[src/rtl/tcdm_bank_responder_pkg.sv]
// Shared TCDM word types (mempool slice) and sizing helpers for the bank responder.
package mempool_pkg;
  localparam int unsigned DataWidth        = 32;
  localparam int unsigned TCDMAddrMemWidth = 10;

  typedef logic [DataWidth-1:0]        data_t;
  typedef logic [DataWidth/8-1:0]      be_t;
  typedef logic [TCDMAddrMemWidth-1:0] tcdm_addr_t;
endpackage

package tcdm_bank_responder_pkg;
  // Index width for a structure of n entries; never narrower than one bit.
  function automatic int unsigned ptr_width(int unsigned n);
    return (n > 1) ? $clog2(n) : 1;
  endfunction

  // Counter width able to hold the values 0..n inclusive.
  function automatic int unsigned credit_width(int unsigned n);
    return $clog2(n + 1);
  endfunction
endpackage

[src/rtl/tcdm_bank_responder_if.sv]
// TCDM slave-port request/grant bundle plus the response valid/ready channel.
interface tcdm_bank_responder_if #(
  parameter int unsigned AddrMemWidth = mempool_pkg::TCDMAddrMemWidth,
  parameter int unsigned DataWidth    = 32
);
  logic                    req_i;
  logic                    gnt_o;
  logic [AddrMemWidth-1:0] addr_i;
  logic                    wen_i;
  logic [DataWidth-1:0]    wdata_i;
  logic [DataWidth/8-1:0]  be_i;
  logic                    resp_valid_o;
  logic                    resp_ready_i;
  logic [DataWidth-1:0]    resp_rdata_o;
  logic                    resp_write_o;

  modport master (
    output req_i, addr_i, wen_i, wdata_i, be_i, resp_ready_i,
    input  gnt_o, resp_valid_o, resp_rdata_o, resp_write_o
  );

  modport slave (
    input  req_i, addr_i, wen_i, wdata_i, be_i, resp_ready_i,
    output gnt_o, resp_valid_o, resp_rdata_o, resp_write_o
  );
endinterface

[src/rtl/tcdm_bank_resp_fifo.sv]
// Response FIFO: registered head, no fall-through, occupancy count separates full from empty.
module tcdm_bank_resp_fifo import tcdm_bank_responder_pkg::*; #(
  parameter int unsigned Depth = 4,
  parameter int unsigned Width = 33
) (
  input  logic             clk_i,
  input  logic             rst_i,
  input  logic             push_i,
  input  logic [Width-1:0] push_data_i,
  input  logic             pop_i,
  output logic             valid_o,
  output logic [Width-1:0] head_o
);
  localparam int unsigned PtrW = ptr_width(Depth);
  localparam int unsigned CntW = credit_width(Depth);

  logic [Width-1:0] mem_q [Depth];
  logic [Width-1:0] mem_d [Depth];
  logic [PtrW-1:0]  rd_ptr_q, rd_ptr_d;
  logic [PtrW-1:0]  wr_ptr_q, wr_ptr_d;
  logic [CntW-1:0]  count_q, count_d;
  logic             do_pop;

  function automatic logic [PtrW-1:0] ptr_inc(logic [PtrW-1:0] p);
    return (p == PtrW'(Depth - 1)) ? '0 : p + 1'b1;
  endfunction

  always_comb begin
    mem_d    = mem_q;
    rd_ptr_d = rd_ptr_q;
    wr_ptr_d = wr_ptr_q;
    do_pop   = pop_i && (count_q != '0);
    if (push_i) begin
      mem_d[wr_ptr_q] = push_data_i;
      wr_ptr_d        = ptr_inc(wr_ptr_q);
    end
    if (do_pop) rd_ptr_d = ptr_inc(rd_ptr_q);
    count_d = count_q + CntW'(push_i) - CntW'(do_pop);
  end

  always_ff @(posedge clk_i) begin
    if (rst_i) begin
      for (int unsigned i = 0; i < Depth; i++) mem_q[i] <= '0;
      rd_ptr_q <= '0;
      wr_ptr_q <= '0;
      count_q  <= '0;
    end else begin
      mem_q    <= mem_d;
      rd_ptr_q <= rd_ptr_d;
      wr_ptr_q <= wr_ptr_d;
      count_q  <= count_d;
    end
  end

  assign valid_o = (count_q != '0);
  assign head_o  = mem_q[rd_ptr_q];

  // Credits upstream bound occupancy, so a push into a full FIFO is a design bug.
  no_overflow: assert property (@(posedge clk_i) disable iff (rst_i)
    !(push_i && (count_q == CntW'(Depth))));
endmodule

[src/rtl/tcdm_bank_responder.sv]
// TCDM bank responder: grants requests against a credit budget, tracks SRAM latency, buffers responses.
module tcdm_bank_responder import tcdm_bank_responder_pkg::*; #(
  parameter int unsigned AddrMemWidth   = mempool_pkg::TCDMAddrMemWidth,
  parameter int unsigned DataWidth      = 32,
  parameter int unsigned MemLatency     = 1,
  parameter int unsigned MaxOutstanding = 4,
  parameter bit          WriteResp      = 1'b0
) (
  input  logic                    clk_i,
  input  logic                    rst_i,
  tcdm_bank_responder_if.slave    bus,
  output logic                    sram_req_o,
  output logic                    sram_we_o,
  output logic [AddrMemWidth-1:0] sram_addr_o,
  output logic [DataWidth-1:0]    sram_wdata_o,
  output logic [DataWidth/8-1:0]  sram_be_o,
  input  logic [DataWidth-1:0]    sram_rdata_i
);
  localparam int unsigned CreditW = credit_width(MaxOutstanding);

  typedef struct packed {
    logic [DataWidth-1:0] rdata;
    logic                 write;
  } resp_t;

  logic                  resp_bearing;
  logic                  gnt;
  logic                  take;
  logic                  pop;
  logic                  push;
  logic                  head_valid;
  resp_t                 push_resp;
  resp_t                 head_resp;
  logic [CreditW-1:0]    credits_q, credits_d;
  logic [MemLatency-1:0] tag_valid_q, tag_valid_d;
  logic [MemLatency-1:0] tag_write_q, tag_write_d;

  always_comb begin
    resp_bearing = !bus.wen_i || WriteResp;
    gnt  = bus.req_i && !rst_i &&
           (!resp_bearing || (credits_q < CreditW'(MaxOutstanding)));
    take = gnt && resp_bearing;
    pop  = head_valid && bus.resp_ready_i;

    tag_valid_d    = '0;
    tag_write_d    = '0;
    tag_valid_d[0] = take;
    tag_write_d[0] = bus.wen_i;
    for (int unsigned i = 1; i < MemLatency; i++) begin
      tag_valid_d[i] = tag_valid_q[i-1];
      tag_write_d[i] = tag_write_q[i-1];
    end

    push            = tag_valid_q[MemLatency-1];
    push_resp.write = tag_write_q[MemLatency-1];
    push_resp.rdata = tag_write_q[MemLatency-1] ? '0 : sram_rdata_i;

    credits_d = credits_q + CreditW'(take) - CreditW'(pop);
  end

  always_ff @(posedge clk_i) begin
    if (rst_i) begin
      credits_q   <= '0;
      tag_valid_q <= '0;
      tag_write_q <= '0;
    end else begin
      credits_q   <= credits_d;
      tag_valid_q <= tag_valid_d;
      tag_write_q <= tag_write_d;
    end
  end

  tcdm_bank_resp_fifo #(
    .Depth (MaxOutstanding),
    .Width ($bits(resp_t))
  ) u_resp_fifo (
    .clk_i       (clk_i),
    .rst_i       (rst_i),
    .push_i      (push),
    .push_data_i (push_resp),
    .pop_i       (pop),
    .valid_o     (head_valid),
    .head_o      (head_resp)
  );

  assign bus.gnt_o        = gnt;
  assign bus.resp_valid_o = head_valid;
  assign bus.resp_rdata_o = head_resp.rdata;
  assign bus.resp_write_o = head_resp.write;

  assign sram_req_o   = gnt;
  assign sram_we_o    = bus.wen_i;
  assign sram_addr_o  = bus.addr_i;
  assign sram_wdata_o = bus.wdata_i;
  assign sram_be_o    = bus.be_i;
endmodule

[src/flat_wrapper.sv]
// flat-port wrapper written by rule: the top's interface ports become plain ports
module tcdm_bank_responder_flat import tcdm_bank_responder_pkg::*;
#(
  parameter int unsigned AddrMemWidth   = mempool_pkg::TCDMAddrMemWidth,
  parameter int unsigned DataWidth      = 32,
  parameter int unsigned MemLatency     = 1,
  parameter int unsigned MaxOutstanding = 4,
  parameter bit          WriteResp      = 1'b0
)
  (clk_i, rst_i, sram_req_o, sram_we_o, sram_addr_o, sram_wdata_o, sram_be_o, sram_rdata_i, bus_req_i, bus_addr_i, bus_wen_i, bus_wdata_i, bus_be_i, bus_resp_ready_i, bus_gnt_o, bus_resp_valid_o, bus_resp_rdata_o, bus_resp_write_o);
  tcdm_bank_responder_if #(.AddrMemWidth(AddrMemWidth), .DataWidth(DataWidth)) bus_i ();
  input  logic clk_i;
  input  logic rst_i;
  output logic sram_req_o;
  output logic sram_we_o;
  output logic [AddrMemWidth-1:0] sram_addr_o;
  output logic [DataWidth-1:0] sram_wdata_o;
  output logic [DataWidth/8-1:0] sram_be_o;
  input  logic [DataWidth-1:0] sram_rdata_i;
  input wire logic [$bits(bus_i.req_i)-1:0] bus_req_i;
  input wire logic [$bits(bus_i.addr_i)-1:0] bus_addr_i;
  input wire logic [$bits(bus_i.wen_i)-1:0] bus_wen_i;
  input wire logic [$bits(bus_i.wdata_i)-1:0] bus_wdata_i;
  input wire logic [$bits(bus_i.be_i)-1:0] bus_be_i;
  input wire logic [$bits(bus_i.resp_ready_i)-1:0] bus_resp_ready_i;
  output wire logic [$bits(bus_i.gnt_o)-1:0] bus_gnt_o;
  output wire logic [$bits(bus_i.resp_valid_o)-1:0] bus_resp_valid_o;
  output wire logic [$bits(bus_i.resp_rdata_o)-1:0] bus_resp_rdata_o;
  output wire logic [$bits(bus_i.resp_write_o)-1:0] bus_resp_write_o;
  assign bus_i.req_i = bus_req_i;
  assign bus_i.addr_i = bus_addr_i;
  assign bus_i.wen_i = bus_wen_i;
  assign bus_i.wdata_i = bus_wdata_i;
  assign bus_i.be_i = bus_be_i;
  assign bus_i.resp_ready_i = bus_resp_ready_i;
  assign bus_gnt_o = bus_i.gnt_o;
  assign bus_resp_valid_o = bus_i.resp_valid_o;
  assign bus_resp_rdata_o = bus_i.resp_rdata_o;
  assign bus_resp_write_o = bus_i.resp_write_o;
  tcdm_bank_responder #(.AddrMemWidth(AddrMemWidth), .DataWidth(DataWidth), .MemLatency(MemLatency), .MaxOutstanding(MaxOutstanding), .WriteResp(WriteResp)) u_core (.clk_i(clk_i), .rst_i(rst_i), .bus(bus_i), .sram_req_o(sram_req_o), .sram_we_o(sram_we_o), .sram_addr_o(sram_addr_o), .sram_wdata_o(sram_wdata_o), .sram_be_o(sram_be_o), .sram_rdata_i(sram_rdata_i));
endmodule
[config.mk]
export PLATFORM = sky130hd
export DESIGN_NAME = tcdm_bank_responder_flat
export DESIGN_NICKNAME = d
export VERILOG_FILES = /design/src/rtl/tcdm_bank_responder_pkg.sv /design/src/rtl/tcdm_bank_responder_if.sv /design/src/rtl/tcdm_bank_resp_fifo.sv /design/src/rtl/tcdm_bank_responder.sv /design/src/flat_wrapper.sv
export SDC_FILE = /design/constraint.sdc
export NUM_CORES = 1
export LEC_CHECK = 0
export CAP_MARGIN = 0
export CORE_MARGIN = 3
export CORE_UTILIZATION = 29
export CTS_CLUSTER_DIAMETER = 120
export DETAILED_ROUTE_END_ITERATION = 10
export PLACE_DENSITY_LB_ADDON = 0.25
export SLEW_MARGIN = 20
export SYNTH_ARGS = -nofsm -noshare
export SYNTH_HDL_FRONTEND = slang
export SYNTH_SLANG_ARGS = --single-unit
[constraint.sdc]
create_clock -name clk_i -period 2.03 [get_ports clk_i]
set_input_delay 0.406 -clock clk_i [delete_from_list [all_inputs] [get_ports clk_i]]
set_output_delay 0.406 -clock clk_i [all_outputs]
set_load 0.05 [all_outputs]
==> results.yml, run 1 <==
synthesis:
  ys_warn_count: 0
  muxShareOfSynthArea: 0.09772
  synth.avg_cell_area_sq_um: 10.59
  netlist_instances: 763
  synth_top_area_frac: 0.3568
  yosys.area_share.simple: 0.1556
  async_flop_share: 0
  synth_edf_count: 0
  yosys.area_share.xor_xnor: 0.005730
  synth_cell_type_count: 30
  ys_seq_area_frac: 0.3568
  synth_nets: 857
  synthFlopType: "dfxtp_1"
  synth_area_leaders: "dfxtp_1, a21bo_2, nand4b_1, a21oi_1, mux4_2"
  synth_fa_ha_area_frac: 0.01889
  synth_area_sq_mm: 0.008079
  yosys.area.top_type: "dfxtp_1"
  synth_compound_area_frac: 0.2470
  ys_seq_elements: 144
  synth_top_family_by_area: "compound AO/OA/AOI/OAI gates"
worst_hold_path:
  hold_path_class: "reg -> reg"
  min_from: "u_core.credits_q[2]$_SDFF_PP0_"
  hold-path-endpoint: "u_core.push$_SDFF_PP0_"
  hold_depth: 1
route:
  drc: 0
  wirelength_microns: 19590
  vias_per_cell: 5.070
  antenna_left: 0
  dr.pass1.iters: 5
  post_drt_wl_per_cell_microns: 17.43
  drtIter0Drc: 458
  num_vias: 5699
setup_path:
  worstSetupPathType: "reg -> out"
  critPathTopFamily: "multiplexers"
  cp_max_fo: 6
  worstSetupStartpointType: "flip-flop"
  timing.rr.end: "u_core.u_resp_fifo.count_q[2]$_SDFF_PP0_"
  path_depth: 4
  worstPathCellList: "buf_12 > buf_12 > mux4_2 > buf_6"
  max_stage_delay_ns: 0.51
  cp_data_arrival_time_ns: 1.79
  critPathRequiredTime_ns: 1.62
  path_buf_inv: 3
  crit_slowest_cell: "mux4_2"
  reg2reg_slack_ns: 0.12
  reg2reg_depth: 8
  end_kind: "primary output"
  r2r-start: "u_core.u_resp_fifo.count_q[1]$_SDFF_PP0_"
  cpMostUsedCell: "buf_12"
run_status:
  outcome: "finished, violations left"
  violations: "negative setup slack"
timing:
  layout_min_cycle_time_ns: 2.200
  period_share: 1.084
  fin_ws_ns: -0.1699
  max_freq_mhz: 454.6
  hold_viol_final: 0
  hold_slack_ns: 0.4828
  tightest_slew_ns: 0.8061
  slew_headroom: 0.4626
  finalClockSkew_ns: 0.01215
  setup_viol: 32
  final-max-slew-violation-count: 0
  rsz0062_at_grt: "true"
die:
  io_pins: 166
  initial_core_util: 0.2973
  dieHeight_microns: 172.9
  fp-row-count: 60
  die_area_sq_mm: 0.02990
  core_sq_mm: 0.02718
  fp.dieW_microns: 172.9
final_layout:
  nFillCells: 2830
  layout-drive-gt1-share: 0.3564
  syn_to_final_growth_pct: 16.87
  antenna_cells: 0
  design_area_sq_mm: 0.009442
  nets: 833
place:
  post_dp_cell_area_sq_mm: 0.008598
  gp_routability_congestion: 0.6770
  dpl.hpwl_microns: 10520
  place_ws_ns: -0.2514
  io_buffers: 73
clocking:
  clockBufferDepth: 2
  h-tree-depth: 4
  insertion_delay_ns: 0.42
  cts_tree: "done"
  cts_root_buf: "clkbuf_16"
  cts_buffers: 17
  cts.sinks: 144
  postCtsHoldBufs: 0
  clk_pin_slew_ns: 0.07
power_and_ir_drop:
  p_per_area_mw_per_mm2: 854.6
  switching_share: 0.2774
  p_int_mw: 5.831
  p_clk_frac: 0.422
  power.share.sequential: 0.372
  combPwrFrac: 0.206
  p_leak_nw: 3.217
  vdd_ir_drop_max_uv: 433.0
  p_switching_mw: 2.238
grt:
  grt_pass1_wl_microns: 31960
  antenna_found_initial: 0
  gr-usage-all-layers: 0.1306
  grt_max_degree: 147
  gr-total-overflow: 0
  grt_pass1_vias: 5457
run:
  cap_violations: 0
[cell usage after synthesis, drive strengths merged (2+ instances only)]
master,count
nand4b,128
buf,109
inv,9
nand3,4
nand2b,3
nor2b,6
a21bo,132
clkbuf,35
ha,9
mux4,33
nor2,4
a21oi,133
mux2i,2
nor4b,2
dfxtp,144
fa,2
[cell families (layout without fill, tap and decap cells)]
family	Yosys count	count (layout)
AO/OA/AOI/OAI	266	266
buffers and inverters	153	142
AND/OR/NAND/NOR	151	151
flip-flops	144	144
multiplexers	36	36
adder cells (fa/ha/maj)	11	11
XOR/XNOR	2	2
[flip-flops by register name, summed over array words and instances, names as in the netlist]
signal                       cells
u_core.u_resp_fifo.mem_q       132
u_core.u_resp_fifo.count_q       3
u_core.credits_q                 3
u_core.u_resp_fifo.rd_ptr_q      2
u_core.tag_write_q               1
u_core.push                      1
u_core.u_resp_fifo.wr_ptr_q      2
[cell usage in the layout (no fill, tap or decap), types with 2 or more instances in the layout]
cell	instances
nand3_1	4
clkbuf_8	3
clkinv_2	2
clkbuf_16	17
nor2b_1	6
mux4_2	31
buf_6	32
inv_1	9
ha_2	4
buf_4	19
nand4b_1	128
ha_1	5
clkbuf_1	3
nand2b_1	3
a21oi_1	133
nor2_1	4
mux2i_1	2
bufinv_16	4
dfxtp_4	2
mux4_1	2
dfxtp_2	2
fa_1	2
a21bo_2	132
dfxtp_1	140
nor4b_1	2
buf_12	14
clkdlybuf4s50_1	35
[power groups by stage]
stage,clock network [mW],logic (mW),registers [mW]
global route,3.62,1.80,3.01
global placement,0,1.59,3.05
detailed placement,0,1.59,3.06
CTS,3.50,1.70,3.00
finish,3.41,1.66,3.00
floorplan,0,1.39,3.02
[worst max path at each step]
stage                                                startpoint                                  endpoint  slack (ns)
floorplan                                u_core.push$_SDFF_PP0_  u_core.u_resp_fifo.count_q[2]$_SDFF_PP0_        0.08
global placement                               bus_resp_ready_i  u_core.u_resp_fifo.count_q[2]$_SDFF_PP0_       -0.24
detailed placement                             bus_resp_ready_i  u_core.u_resp_fifo.count_q[2]$_SDFF_PP0_       -0.25
CTS                 u_core.u_resp_fifo.rd_ptr_q[1]$_SDFFE_PP0P_                       bus_resp_rdata_o[4]       -0.21
global route        u_core.u_resp_fifo.rd_ptr_q[1]$_SDFFE_PP0P_                       bus_resp_rdata_o[3]       -0.24
finish              u_core.u_resp_fifo.rd_ptr_q[1]$_SDFFE_PP0P_                       bus_resp_rdata_o[4]       -0.17
[area by class of cell]
| cell class | instances | area [sq um] | area share |
|---|---|---|---|
| Clock buffer | 23 | 478.0 | 0.05062 |
| Clock inverter | 9 | 155.1 | 0.01643 |
| Inverter | 9 | 33.78 | 0.003578 |
| Multi-Input combinational cell | 466 | 4255 | 0.4507 |
| Sequential cell | 144 | 2893 | 0.3064 |
| Tap cell | 372 | 465.4 | 0.04930 |
| Timing Repair Buffer | 101 | 1161 | 0.1230 |
[per-layer routing]
metal / vias up / part of all wire / global-route usage
met3: 13 / 0.045 / 0.03008
met4: 0 / 0.0079 / 0.03311
met1: 2798 / 0.49 / 0.1849
met2: 119 / 0.46 / 0.2013
li1: 2769 / - / -
met5: - / 0 / 0
[stage by stage]
step	util	TNS (ns)	cells	total power, mW
2_1_floorplan	-	0	763	4.406
3_3_place_gp	0.3164	-0.6935	1087	4.643
3_5_place_dp	0.3164	-0.7572	1087	4.644
4_1_cts	0.3474	-5.216	1124	8.211
5_1_grt	0.3474	-5.890	1124	8.426
6_report	0.3474	-3.786	1124	8.068
[worst reg2reg max path: cells and delay by family (launching register included)]
family	cells	cell delay (ns)
AND/OR/NAND/NOR	1	0.04
flip-flops	1	0.32
AO/OA/AOI/OAI	1	0.33
buffers and inverters	2	0.10
adder cells (fa/ha/maj)	3	0.79
XOR/XNOR	1	0.20
[what timing repair did]
item                       CTS  global route
setup endpoints to repair   32            33
resized for setup           36             0
setup buffers                4             0
cloned                       1             0
hold endpoints to repair     0             0
(Power assumes the default switching activity.)
==> inputs of run 2 (changes only) <==
- ABC_CLOCK_PERIOD_IN_PS: unset -> 2029
- SLEW_MARGIN: 20 -> 5
==> results of run 2 <==
The final DEF is identical to that of run 1; final timing and power are the same.
